**src/rtl/yuv422_stream_feeder_pkg.sv**
```systemverilog
// rtl/yuv422_stream_feeder_pkg.sv - shared constants and FSM encoding for the YUV 4:2:2 feeder
package yuv422_stream_feeder_pkg;

    localparam int BW     = 8;
    localparam int U_LSB  = 24;
    localparam int Y0_LSB = 16;
    localparam int V_LSB  = 8;
    localparam int Y1_LSB = 0;

    localparam logic OP_YUV2RGB = 1'b0;

    typedef enum logic [2:0] {
        ST_IDLE,
        ST_B_U,
        ST_B_Y0,
        ST_B_V,
        ST_WAIT_HI,
        ST_WAIT_LO,
        ST_B_Y1
    } state_t;

    function automatic logic [BW-1:0] byte_lane(input logic [31:0] word, input int lsb);
        return word[lsb +: BW];
    endfunction

endpackage

```
**src/rtl/yuv422_stream_feeder_fifo.sv**
```systemverilog
// rtl/yuv422_stream_feeder_fifo.sv - DEPTH x WIDTH synchronous word FIFO with flush
module yuv_word_fifo #(
    parameter int DEPTH = 4,
    parameter int WIDTH = 32
) (
    input  logic             clk,
    input  logic             reset,
    input  logic             flush,
    input  logic             push,
    input  logic [WIDTH-1:0] push_data,
    input  logic             pop,
    output logic [WIDTH-1:0] pop_data,
    output logic             full,
    output logic             empty
);

    localparam int AW = $clog2(DEPTH);

    // Pointers carry one extra wrap bit so full and empty are distinguishable.
    logic [AW:0]      wr_ptr;
    logic [AW:0]      rd_ptr;
    logic [WIDTH-1:0] mem [DEPTH];
    logic             do_push;
    logic             do_pop;

    assign full     = (wr_ptr[AW] != rd_ptr[AW]) && (wr_ptr[AW-1:0] == rd_ptr[AW-1:0]);
    assign empty    = (wr_ptr == rd_ptr);
    assign do_push  = push && !full && !flush;
    assign do_pop   = pop && !empty && !flush;
    assign pop_data = mem[rd_ptr[AW-1:0]];

    always_ff @(posedge clk or negedge reset) begin
        if (!reset) begin
            wr_ptr <= '0;
            rd_ptr <= '0;
        end else if (flush) begin
            wr_ptr <= '0;
            rd_ptr <= '0;
        end else begin
            if (do_push) wr_ptr <= wr_ptr + (AW+1)'(1);
            if (do_pop)  rd_ptr <= rd_ptr + (AW+1)'(1);
        end
    end

    always_ff @(posedge clk) begin
        if (do_push) mem[wr_ptr[AW-1:0]] <= push_data;
    end

endmodule

```
**src/rtl/yuv422_stream_feeder.sv**
```systemverilog
// rtl/yuv422_stream_feeder.sv - buffers packed 4:2:2 words and serializes them into converter bytes
module yuv422_stream_feeder
    import yuv422_stream_feeder_pkg::*;
#(
    parameter int DEPTH    = 4,
    parameter int BUSY_TMO = 4,
    parameter int CNT_BW   = 16
) (
    input  logic              clk,
    input  logic              reset,
    input  logic              s_valid,
    input  logic [31:0]       s_data,
    output logic              s_ready,
    output logic              op_mode,
    output logic              in_en,
    output logic [BW-1:0]     yuv_in,
    input  logic              busy,
    output logic [CNT_BW-1:0] pair_cnt,
    output logic              tmo_err,
    input  logic              clr
);

    localparam int TW = $clog2(BUSY_TMO + 1);

    state_t            state, state_n;
    logic              ret_y1, ret_y1_n;
    logic [31:0]       hold, hold_n;
    logic [TW-1:0]     tmr, tmr_n;
    logic              in_en_n;
    logic [BW-1:0]     yuv_in_n;
    logic [CNT_BW-1:0] pair_cnt_n;
    logic              tmo_err_n;
    logic              rdy_q;

    logic              fifo_full;
    logic              fifo_empty;
    logic              fifo_pop;
    logic [31:0]       fifo_data;
    logic              fifo_push;

    assign op_mode   = OP_YUV2RGB;
    // rdy_q holds s_ready low while reset is asserted.
    assign s_ready   = rdy_q && !fifo_full;
    assign fifo_push = s_valid && s_ready && !clr;

    yuv_word_fifo #(
        .DEPTH (DEPTH),
        .WIDTH (32)
    ) u_fifo (
        .clk       (clk),
        .reset     (reset),
        .flush     (clr),
        .push      (fifo_push),
        .push_data (s_data),
        .pop       (fifo_pop),
        .pop_data  (fifo_data),
        .full      (fifo_full),
        .empty     (fifo_empty)
    );

    always_ff @(posedge clk or negedge reset) begin
        if (!reset) begin
            state    <= ST_IDLE;
            ret_y1   <= 1'b0;
            hold     <= '0;
            tmr      <= '0;
            in_en    <= 1'b0;
            yuv_in   <= '0;
            pair_cnt <= '0;
            tmo_err  <= 1'b0;
            rdy_q    <= 1'b0;
        end else begin
            state    <= state_n;
            ret_y1   <= ret_y1_n;
            hold     <= hold_n;
            tmr      <= tmr_n;
            in_en    <= in_en_n;
            yuv_in   <= yuv_in_n;
            pair_cnt <= pair_cnt_n;
            tmo_err  <= tmo_err_n;
            rdy_q    <= 1'b1;
        end
    end

    // Byte states only strobe when busy is low, so in_en never follows a busy sample.
    always_comb begin
        state_n    = state;
        ret_y1_n   = ret_y1;
        hold_n     = hold;
        tmr_n      = tmr;
        in_en_n    = 1'b0;
        yuv_in_n   = yuv_in;
        pair_cnt_n = pair_cnt;
        tmo_err_n  = tmo_err;
        fifo_pop   = 1'b0;

        if (clr) begin
            state_n    = ST_IDLE;
            ret_y1_n   = 1'b0;
            tmr_n      = '0;
            pair_cnt_n = '0;
            tmo_err_n  = 1'b0;
        end else begin
            case (state)
                ST_IDLE: begin
                    if (!fifo_empty && !busy) begin
                        fifo_pop = 1'b1;
                        hold_n   = fifo_data;
                        state_n  = ST_B_U;
                    end
                end
                ST_B_U: begin
                    if (!busy) begin
                        in_en_n  = 1'b1;
                        yuv_in_n = byte_lane(hold, U_LSB);
                        state_n  = ST_B_Y0;
                    end
                end
                ST_B_Y0: begin
                    if (!busy) begin
                        in_en_n  = 1'b1;
                        yuv_in_n = byte_lane(hold, Y0_LSB);
                        state_n  = ST_B_V;
                    end
                end
                ST_B_V: begin
                    if (!busy) begin
                        in_en_n  = 1'b1;
                        yuv_in_n = byte_lane(hold, V_LSB);
                        ret_y1_n = 1'b1;
                        tmr_n    = '0;
                        state_n  = ST_WAIT_HI;
                    end
                end
                ST_WAIT_HI: begin
                    if (busy) begin
                        state_n = ST_WAIT_LO;
                    end else if (tmr == TW'(BUSY_TMO - 1)) begin
                        tmo_err_n = 1'b1;
                        state_n   = ST_WAIT_LO;
                    end else begin
                        tmr_n = tmr + TW'(1);
                    end
                end
                ST_WAIT_LO: begin
                    if (!busy) state_n = ret_y1 ? ST_B_Y1 : ST_IDLE;
                end
                ST_B_Y1: begin
                    if (!busy) begin
                        in_en_n    = 1'b1;
                        yuv_in_n   = byte_lane(hold, Y1_LSB);
                        pair_cnt_n = pair_cnt + CNT_BW'(1);
                        ret_y1_n   = 1'b0;
                        tmr_n      = '0;
                        state_n    = ST_WAIT_HI;
                    end
                end
                default: state_n = ST_IDLE;
            endcase
        end
    end

endmodule

```
**config.mk**
```make
export PLATFORM = sky130hd
export DESIGN_NAME = yuv422_stream_feeder
export DESIGN_NICKNAME = d
export VERILOG_FILES = /design/src/rtl/yuv422_stream_feeder_pkg.sv /design/src/rtl/yuv422_stream_feeder_fifo.sv /design/src/rtl/yuv422_stream_feeder.sv
export SDC_FILE = /design/constraint.sdc
export NUM_CORES = 1
export LEC_CHECK = 0
export CAP_MARGIN = 20
export CELL_PAD_IN_SITES_DETAIL_PLACEMENT = 0
export CELL_PAD_IN_SITES_GLOBAL_PLACEMENT = 1
export CORE_MARGIN = 1.5
export CORE_UTILIZATION = 45
export CTS_BUF_LIST = sky130_fd_sc_hd__clkbuf_8
export CTS_CLUSTER_DIAMETER = 30
export DETAILED_ROUTE_END_ITERATION = 7
export GPL_ROUTABILITY_DRIVEN = 0
export GPL_TIMING_DRIVEN = 0
export PLACE_DENSITY = 0.72
export SLEW_MARGIN = 15
export SYNTH_ARGS = -nofsm -noshare
export SYNTH_HDL_FRONTEND = slang
export SYNTH_SLANG_ARGS = --single-unit
```
**constraint.sdc**
```tcl
create_clock -name clk -period 5.68 [get_ports clk]
set_input_delay 1.136 -clock clk [delete_from_list [all_inputs] [get_ports clk]]
set_output_delay 1.136 -clock clk [all_outputs]
set_load 0.01 [all_outputs]
```
==> impl_table.tex, run 1 <==
\begin{tabular}{lr}
\hline
Metric & Value \\
\hline
\multicolumn{2}{l}{\textbf{Status}} \\
\quad Outcome & finished, final reports clean \\
\multicolumn{2}{l}{\textbf{Power and ir drop}} \\
\quad Clock network fraction of design power & between 20\% and 30\% \\
\quad Proportion of power drawn by flip-flops and latches & 55.5\% \\
\quad Total chip power & 3.27 mW \\
\quad Power per standard cell area & 336 mW/mm\^{}2 \\
\quad Switching power & 0.854 mW \\
\quad Standby leakage power & 3.55 nW \\
\quad Internal Dissipation & 2.41 mW \\
\quad Worst ir drop on vdd & 0.178 mV \\
\quad Logic pwr share & between 10\% and 20\% \\
\quad Net switching share of the total power & 26.1\% \\
\multicolumn{2}{l}{\textbf{Worst setup path}} \\
\quad Data arrival at the endpoint of the critical path & 2.28 ns \\
\quad Cell seen most often among critical-path stages & buf\_6 \\
\quad Cell with the largest stage delay on the worst path & clkdlybuf4s50\_1 \\
\quad Slack of the worst reg-to-reg path & 2.93 ns \\
\quad Reg-to-Reg End & u\_fifo.mem[0][29]\$\_DFFE\_PP\_ \\
\quad Worst Setup Start Kind & flop \\
\quad Startpoint of the most critical register-to-register path & u\_fifo.rd\_ptr[0]\$\_DFFE\_PN0P\_ \\
\quad Kind of critical path & reg -> out \\
\quad Ordered cell list for the critical path & buf\_6 > buf\_6 > xnor2\_1 > nand3\_1 > and2\_1 > clkdlybuf4s50\_1 \\
\quad Largest fanout on the critical path & 10 \\
\quad Biggest cell delay along the critical path & 0.47 ns \\
\quad Nature of the critical path endpoint & output port \\
\quad Logic depth of the worst register-to-register path & 10 \\
\quad Required @ worst endpoint & 4.54 ns \\
\multicolumn{2}{l}{\textbf{Global route}} \\
\quad Maximum number of pins on one net before global-route repair & 54 \\
\quad Global-route wire length before repair & 25.2 mm \\
\quad Gr usage total & 17.2\% \\
\quad Via count of the first global-routing pass & 4,641 \\
\quad Total overflow reported by the global router & 0 \\
\quad Initial antenna violation count & 0 \\
\multicolumn{2}{l}{\textbf{Drt}} \\
\quad Detailed-route via count & 4,367 \\
\quad Vias per inst & 5.25 \\
\quad Remaining DRCs & 0 \\
\quad Per-cell routed wire length & about 18 um \\
\quad Drt pass-1 iters & 4 \\
\quad Number of antenna-violating nets in the routed design & 0 \\
\quad Initial DRC count & 244 \\
\quad Final WL & 15.2 mm \\
\multicolumn{2}{l}{\textbf{Finish}} \\
\quad Area grow syn2layout & 18.1\% \\
\quad Antenna Cells & 0 \\
\quad Fraction of final layout cells sized beyond drive strength 1 & 23.2\% \\
\quad Leading cell type in the layout, fill and taps excluded & edfxtp\_1 \\
\quad Most used cells in the layout excluding fill and tap cells & edfxtp\_1, dfrtp\_1, clkdlybuf4s50\_1, nor2\_1, mux4\_2 \\
\quad Final-stage net count & $\sim$640 \\
\quad Cell Count, Final, Fillers Out & 832 \\
\multicolumn{2}{l}{\textbf{Logic synthesis}} \\
\quad Share of the synthesized netlist area taken by xor and xnor gates & roughly 2\% \\
\quad Number of flops mapped to enable cells by yosys & 128 \\
\quad Area leader, netlist & edfxtp\_1 \\
\quad Synthesized area divided by synthesized cell count & 16.8 sq um \\
\quad Part of the Yosys area used for sequential elements & 68.5\% \\
\quad Fraction of registers with async set or reset after synthesis & between 30\% and 40\% \\
\quad Flip-flop and latch count after synthesis & 200 \\
\quad Share of the synthesized area in compound gates (AO/OA/AOI/OAI) & 4.52\% \\
\quad Combinational family with the most area after synthesis & multiplexers \\
\quad Synth Warn \# & 0 \\
\quad Syn Std Cell Area & 0.00825 sq mm \\
\quad Share of cell area taken by muxes after synthesis & 15.1\% \\
\quad Top cells by area in the synthesized netlist & edfxtp\_1, dfrtp\_1, mux4\_2 \\
\quad Share of synthesized cell area in full adder, half adder and majority cells & 1.21\% \\
\quad Synthesized-area fraction occupied by and/or/nand/nor cells & between 6 and 7\% \\
\quad Number of unique standard cell types used by synthesis & 49 \\
\quad Total nets after synthesis & approximately 540 \\
\quad Top-area cell type share of the netlist area & between 40\% and 50\% \\
\quad Syn Inst Count & between 400 and 500 \\
\quad Leading register cell type out of synthesis & edfxtp\_1 \\
\multicolumn{2}{l}{\textbf{Die}} \\
\quad Boundary pin count & 65 \\
\quad Die Wd & between 100 and 150 um \\
\quad Core Region & 0.0180 sq mm \\
\quad Number of standard-cell rows in the floorplan & 49 \\
\quad Die ar. & 0.0191 sq mm \\
\quad DIE HEIGHT & $\sim$140 um \\
\quad Initial core utilization & 45.9\% \\
\multicolumn{2}{l}{\textbf{Place}} \\
\quad Cell count after placement & 800 \\
\quad Count of buffers inserted at the top-level ports & between 60 and 70 \\
\quad Half-perimeter wire length after placement & 10.8 mm \\
\multicolumn{2}{l}{\textbf{CTS}} \\
\quad Hold buffers post-CTS & 0 \\
\quad CTS root buf & clkbuf\_8 \\
\quad Worst-Skew Late Latency & 0.46 ns \\
\quad Clock sink count & 200 \\
\quad PostCTS Resize Cnt & 0 \\
\quad Clock slew seen by the registers of the worst setup and hold paths & roughly 0.1 ns \\
\quad Max H-tree Level & 4 \\
\quad TritonCTS Buffers & 17 \\
\quad Post-CTS setup-driven buffer insertion count & 0 \\
\quad Clock tree from TritonCTS & built \\
\quad Longest Clk Path Bufs & 2 \\
\multicolumn{2}{l}{\textbf{STA}} \\
\quad Portion of the clock cycle consumed by the worst path in the final layout & 60.1\% \\
\quad Final min period & roughly 3.4 ns \\
\quad Worst Skew & 0.0117 ns \\
\quad Slew at the pin closest to its max-slew limit & 0.689 ns \\
\quad Final Hold Fails & 0 \\
\quad Worst rel slew slack & 54.1\% \\
\quad Setup repair after global routing missed its margin & false \\
\quad Maximum achievable frequency & 293 MHz \\
\quad Setup-violating endpoint count in the final report & 0 \\
\quad Pins Over Slew Limit & 0 \\
\multicolumn{2}{l}{\textbf{Run}} \\
\quad Number of max-cap violations & 0 \\
\multicolumn{2}{l}{\textbf{Hold path}} \\
\quad Hold EP & yuv\_in[6]\$\_DFFE\_PN0P\_ \\
\quad Hold path startpoint & yuv\_in[6]\$\_DFFE\_PN0P\_ \\
\quad Worst min-delay path class & reg -> reg \\
\quad Min-Delay Path Depth & 2 \\
\hline
\end{tabular}
[sequential cells by signal, indices dropped and copies added (netlist names), 3 cells and up]
signal	count
u_fifo.rd_ptr	3
u_fifo.mem	128
state	3
hold	32
tmr	3
yuv_in	8
pair_cnt	16
u_fifo.wr_ptr	3
[per-layer routing]
metal | share of wire (%) | track usage [%] | wire length [um] | vias up
li1 | - | - | - | 2067
met1 | 46 | 23.2 | 7040 | 2210
met2 | 49 | 28.1 | 7490 | 78
met3 | 3.0 | 3.43 | 460 | 12
met4 | 1.1 | 5.48 | 172 | 0
met5 | 0 | 0 | 0 | -
[power groups by stage]
stage,Sequential (mW),Combinational [mW],Clock (mW)
2_1_floorplan,1.82,0.377,0
3_3_place_gp,1.85,0.559,0
3_5_place_dp,1.85,0.581,0
4_1_cts,1.82,0.583,0.908
5_1_grt,1.84,0.629,0.966
6_report,1.81,0.573,0.880
[cell usage after synthesis (3+ instances only)]
library cell / instances
edfxtp_1: 128
dfrtp_1: 72
mux4_2: 32
nor2_1: 32
nand2_1: 18
mux2_2: 17
mux2_4: 15
o21ai_0: 12
a21oi_1: 11
and2_1: 11
xor2_1: 10
clkbuf_1: 9
ha_1: 8
inv_1: 8
mux2_1: 8
o22ai_1: 8
o31ai_1: 8
buf_2: 7
or3_1: 7
buf_6: 5
nand3_1: 5
nor3b_1: 5
xnor2_1: 5
buf_4: 4
and3_1: 3
and4_1: 3
buf_1: 3
nand2b_1: 3
nand3b_1: 3
o2111ai_1: 3
o21ai_1: 3
[through the flow]
| stage | utilization, % | setup slack, ns | hold slack [ns] | cell area [sq um] | setup TNS (ns) |
|---|---|---|---|---|---|
| floorplan | - | 1.28 | 0.450 | 8250 | 0 |
| global placement | 51.0 | -1.45 | 0.463 | 9160 | -181.95 |
| detailed placement | 52.0 | 1.81 | 0.473 | 9350 | 0 |
| CTS | 54.2 | 2.23 | 0.496 | 9740 | 0 |
| global route | 54.2 | 2.12 | 0.513 | 9740 | 0 |
| finish | 54.2 | 2.27 | 0.492 | 9740 | 0 |
[layout make-up]
class                      instances  area, sq um
inverter                           8         30.0
multi-input combinational        255         2420
sequential                       200         5650
buffer                            28          166
timing repair buffer              80          795
fill                            1427         8220
clock buffer                      17          234
tap                              229          287
clock inverter                    15          161
[worst max-delay path, delay by kind of cell (launching register included)]
| family | cells | cell delay (ns) |
|---|---|---|
| flip-flops | 1 | 0.40 |
| buffers and inverters | 3 | 0.81 |
| XOR/XNOR | 1 | 0.26 |
| AND/OR/NAND/NOR | 2 | 0.34 |
[cells by family (layout without fill, tap and decap cells)]
| group | after synthesis | count (layout) |
|---|---|---|
| buffers and inverters | 36 | 148 |
| DFF | 200 | 200 |
| other | 2 | 2 |
| muxes | 74 | 74 |
| adders and majority gates | 8 | 8 |
| xor gates and xnor gates | 17 | 17 |
| and+or+nand+nor | 98 | 98 |
| AOI/OAI and AO/OA | 56 | 56 |
[worst max-delay path by stage]
stage,start,end,cells past startpoint
after CTS,u_fifo.rd_ptr[0]$_DFFE_PN0P_,s_ready,6
after global routing,u_fifo.rd_ptr[0]$_DFFE_PN0P_,s_ready,6
after detailed placement,clr,u_fifo.mem[0][30]$_DFFE_PP_,8
after floorplan,clr,u_fifo.mem[0][0]$_DFFE_PP_,3
final,u_fifo.rd_ptr[0]$_DFFE_PN0P_,s_ready,6
after global placement,clr,u_fifo.mem[3][30]$_DFFE_PP_,4
Power figures use the tool's default switching activity.
==> run 2, diff against run 1 <==
clock period = 3.5 ns   (was 5.68 ns; I/O delays follow)
==> results of run 2 <==
The final DEF is identical to that of run 1. Status: finished, final reports clean.
Among the figures that moved: setup slack after placement 1.81 ns -> 0.0701 ns; setup slack after layout 2.27 ns -> 0.524 ns; hold slack 0.492 ns -> 0.106 ns; register-to-register setup slack 2.93 ns -> 0.75 ns; total power 3.27 mW -> 5.30 mW; worst IR drop on VDD 0.178 mV -> 0.288 mV
==> run 3, diff against run 2 <==
CTS_CLUSTER_SIZE = 14   (was default)
PLACE_DENSITY = default   (was 0.72)
PLACE_DENSITY_LB_ADDON = 0.1   (was default)
==> run 3 against run 2 <==
  * Critical path depth did not move
  * Largest cell class unchanged
  * Hold slack better by 0.053 ns
  * Clock skew up 0.0050 ns
  * Fmax increased by 0.98%
  * Sequential share of layout area increased by 0.28 points
  * Die area unchanged
  * Non-clock buffer count unchanged
  * First-iteration DRC count shrank 4.9%
  * Combinational power is 1% lower
  * Largest power group unchanged
==> impl_table.tex, run 3 (same netlist as run 1, synthesis figures left out) <==
\begin{tabular}{lr}
\hline
Metric & Value \\
\hline
\multicolumn{2}{l}{\textbf{Worst setup path}} \\
\quad Biggest cell delay along the critical path & 0.47 ns \\
\quad Nature of the critical path endpoint & output port \\
\quad WP buf/inv & 3 \\
\quad Crit path launch & u\_fifo.rd\_ptr[0]\$\_DFFE\_PN0P\_ \\
\quad Cell seen most often among critical-path stages & buf\_6 \\
\quad Data arrival at the endpoint of the critical path & 2.25 ns \\
\quad Ordered cell list for the critical path & buf\_6 > buf\_6 > xnor2\_1 > nand3\_1 > and2\_1 > clkdlybuf4s50\_1 \\
\quad Worst Setup Start Kind & flop \\
\quad Startpoint of the most critical register-to-register path & u\_fifo.rd\_ptr[0]\$\_DFFE\_PN0P\_ \\
\quad Kind of critical path & reg -> out \\
\quad Cell with the largest stage delay on the worst path & clkdlybuf4s50\_1 \\
\quad Cell type group with the largest total delay on the critical path & buffers and inverters \\
\quad Largest fanout on the critical path & 10 \\
\quad Required @ worst endpoint & around 2.8 ns \\
\multicolumn{2}{l}{\textbf{Status}} \\
\quad Outcome & finished, final reports clean \\
\multicolumn{2}{l}{\textbf{CTS}} \\
\quad Clock tree from TritonCTS & built \\
\quad Hold buffers post-CTS & 0 \\
\quad Longest Clk Path Bufs & 2 \\
\quad TritonCTS Buffers & 17 \\
\quad Clock slew seen by the registers of the worst setup and hold paths & 0.09 ns \\
\quad Worst-Skew Late Latency & 0.46 ns \\
\quad Post-CTS setup-driven buffer insertion count & 0 \\
\quad Max H-tree Level & 4 \\
\quad Clock sink count & 200 \\
\quad CTS root buf & clkbuf\_8 \\
\quad PostCTS Resize Cnt & 0 \\
\multicolumn{2}{l}{\textbf{STA}} \\
\quad Pins Over Slew Limit & 0 \\
\quad Worst Skew & 0.0167 ns \\
\quad Fin Hold WS & between 0.15 and 0.2 ns \\
\quad Slew at the pin closest to its max-slew limit & $\sim$0.67 ns \\
\quad Final Hold Fails & 0 \\
\quad Worst rel slew slack & around 56\% \\
\quad Portion of the clock cycle consumed by the worst path in the final layout & 84.2\% \\
\quad Maximum achievable frequency & approximately 340 MHz \\
\quad Final min period & 2.95 ns \\
\quad Setup repair after global routing missed its margin & false \\
\quad Setup-violating endpoint count in the final report & 0 \\
\multicolumn{2}{l}{\textbf{Power and ir drop}} \\
\quad Worst ir drop on vdd & about 0.29 mV \\
\quad Internal Dissipation & 3.86 mW \\
\quad Clock network fraction of design power & 25.6\% \\
\quad Standby leakage power & 3.55 nW \\
\quad Logic pwr share & 17.6\% \\
\quad Total chip power & 5.22 mW \\
\quad Switching power & about 1.4 mW \\
\quad Power per standard cell area & 538 mW/mm\^{}2 \\
\quad Proportion of power drawn by flip-flops and latches & 56.8\% \\
\quad Net switching share of the total power & 25.9\% \\
\multicolumn{2}{l}{\textbf{Die}} \\
\quad Boundary pin count & 65 \\
\quad Core Region & roughly 0.018 sq mm \\
\quad DIE HEIGHT & $\sim$140 um \\
\quad Die Wd & 138 um \\
\quad Die ar. & approximately 0.019 sq mm \\
\quad Initial core utilization & 45.9\% \\
\quad Number of standard-cell rows in the floorplan & 49 \\
\multicolumn{2}{l}{\textbf{Drt}} \\
\quad Drt pass-1 iters & 4 \\
\quad Number of antenna-violating nets in the routed design & 0 \\
\quad Per-cell routed wire length & 18.9 um \\
\quad Initial DRC count & 232 \\
\quad Final WL & 15.7 mm \\
\quad Detailed-route via count & 4,465 \\
\quad Vias per inst & 5.37 \\
\quad Remaining DRCs & 0 \\
\multicolumn{2}{l}{\textbf{Run}} \\
\quad Number of max-cap violations & 0 \\
\multicolumn{2}{l}{\textbf{Global route}} \\
\quad Gr usage total & 17.5\% \\
\quad Total overflow reported by the global router & 0 \\
\quad Initial antenna violation count & 0 \\
\quad Global-route wire length before repair & between 20 and 30 mm \\
\quad Via count of the first global-routing pass & 4,634 \\
\quad Maximum number of pins on one net before global-route repair & 44 \\
\multicolumn{2}{l}{\textbf{Finish}} \\
\quad Max FFs per register & $\sim$130 \\
\quad Leading cell type in the layout, fill and taps excluded & edfxtp\_1 \\
\quad Cell Count, Final, Fillers Out & 832 \\
\quad Post-route cell area & 0.00970 sq mm \\
\quad Area grow syn2layout & 17.6\% \\
\quad Most used cells in the layout excluding fill and tap cells & edfxtp\_1, dfrtp\_1, clkdlybuf4s50\_1, nor2\_1, mux4\_2 \\
\quad Final-stage net count & 635 \\
\quad Final core utilization & 54.0\% \\
\quad Fraction of final layout cells sized beyond drive strength 1 & 22.7\% \\
\quad Antenna Cells & 0 \\
\multicolumn{2}{l}{\textbf{Place}} \\
\quad Half-perimeter wire length after placement & approximately 11 mm \\
\quad Cell count after placement & 800 \\
\quad Post-detailed-placement cell area & slightly above 0.009 sq mm \\
\quad Count of buffers inserted at the top-level ports & 63 \\
\multicolumn{2}{l}{\textbf{Hold path}} \\
\quad Worst min-delay path class & in -> async \\
\hline
\end{tabular}
[run 3: changes by cell type in the layout (fill, tap and decap cells not counted), moves of 2 or more]
cell / previous run / this run
inv_1: 8 / 11
clkinvlp_4: 5 / 2
clkbuf_8: 17 / 19
inv_6: 3 / 5
inv_8: 3 / 1
[run 3: through the flow]
| stage | setup WS, ns | setup TNS [ns] |
|---|---|---|
| CTS | 0.505 | 0 |
| floorplan | -0.459 | -58.77 |
| global route | 0.383 | 0 |
| finish | 0.553 | 0 |
| global placement | -3.31 | -469.48 |
| detailed placement | 0.172 | 0 |
[run 3: worst paths after layout]
path	to	slack, ns	cells after the start
max	s_ready	0.55	6
max reg2reg	u_fifo.mem[1][1]$_DFFE_PP_	0.88	9
min in group clk	yuv_in[6]$_DFFE_PN0P_	0.49	2
max in group asynchronous	hold[6]$_DFFE_PN0P_	2.77	2
min	hold[30]$_DFFE_PN0P_	0.16	1
min reg2reg	yuv_in[6]$_DFFE_PN0P_	0.49	2
[run 3: cell type report]
type | count | area (sq um)
sequential | 200 | 5650
multi-input combinational | 255 | 2420
inverter | 8 | 30.0
timing repair buffer | 80 | 787
fill | 1454 | 8270
clock inverter | 13 | 95.1
buffer | 28 | 166
tap | 229 | 287
clock buffer | 19 | 262
[run 3: power by group through the flow]
stage	Sequential (mW)	Combinational, mW	Clock, mW
after floorplan	2.95	0.611	0
after global placement	3.02	0.900	0
after detailed placement	3.02	0.933	0
after CTS	2.97	0.936	1.38
after global routing	3.00	1.01	1.46
final	2.96	0.920	1.33
[run 3: metal layers]
metal	global-route usage (%)	part of all wire [%]	vias up
met5	0	0	-
met4	5.71	1.2	0
met3	3.95	3.1	10
met2	28.1	50	79
met1	23.9	46	2308
li1	-	-	2068
[run 3: worst reg2reg max path: cells and delay by family, from the launching register on]
family / cells / cell delay [ns]
flops: 1 / 0.41
buf+inv: 5 / 1.02
simple gates: 3 / 0.75
xor+xnor: 1 / 0.17
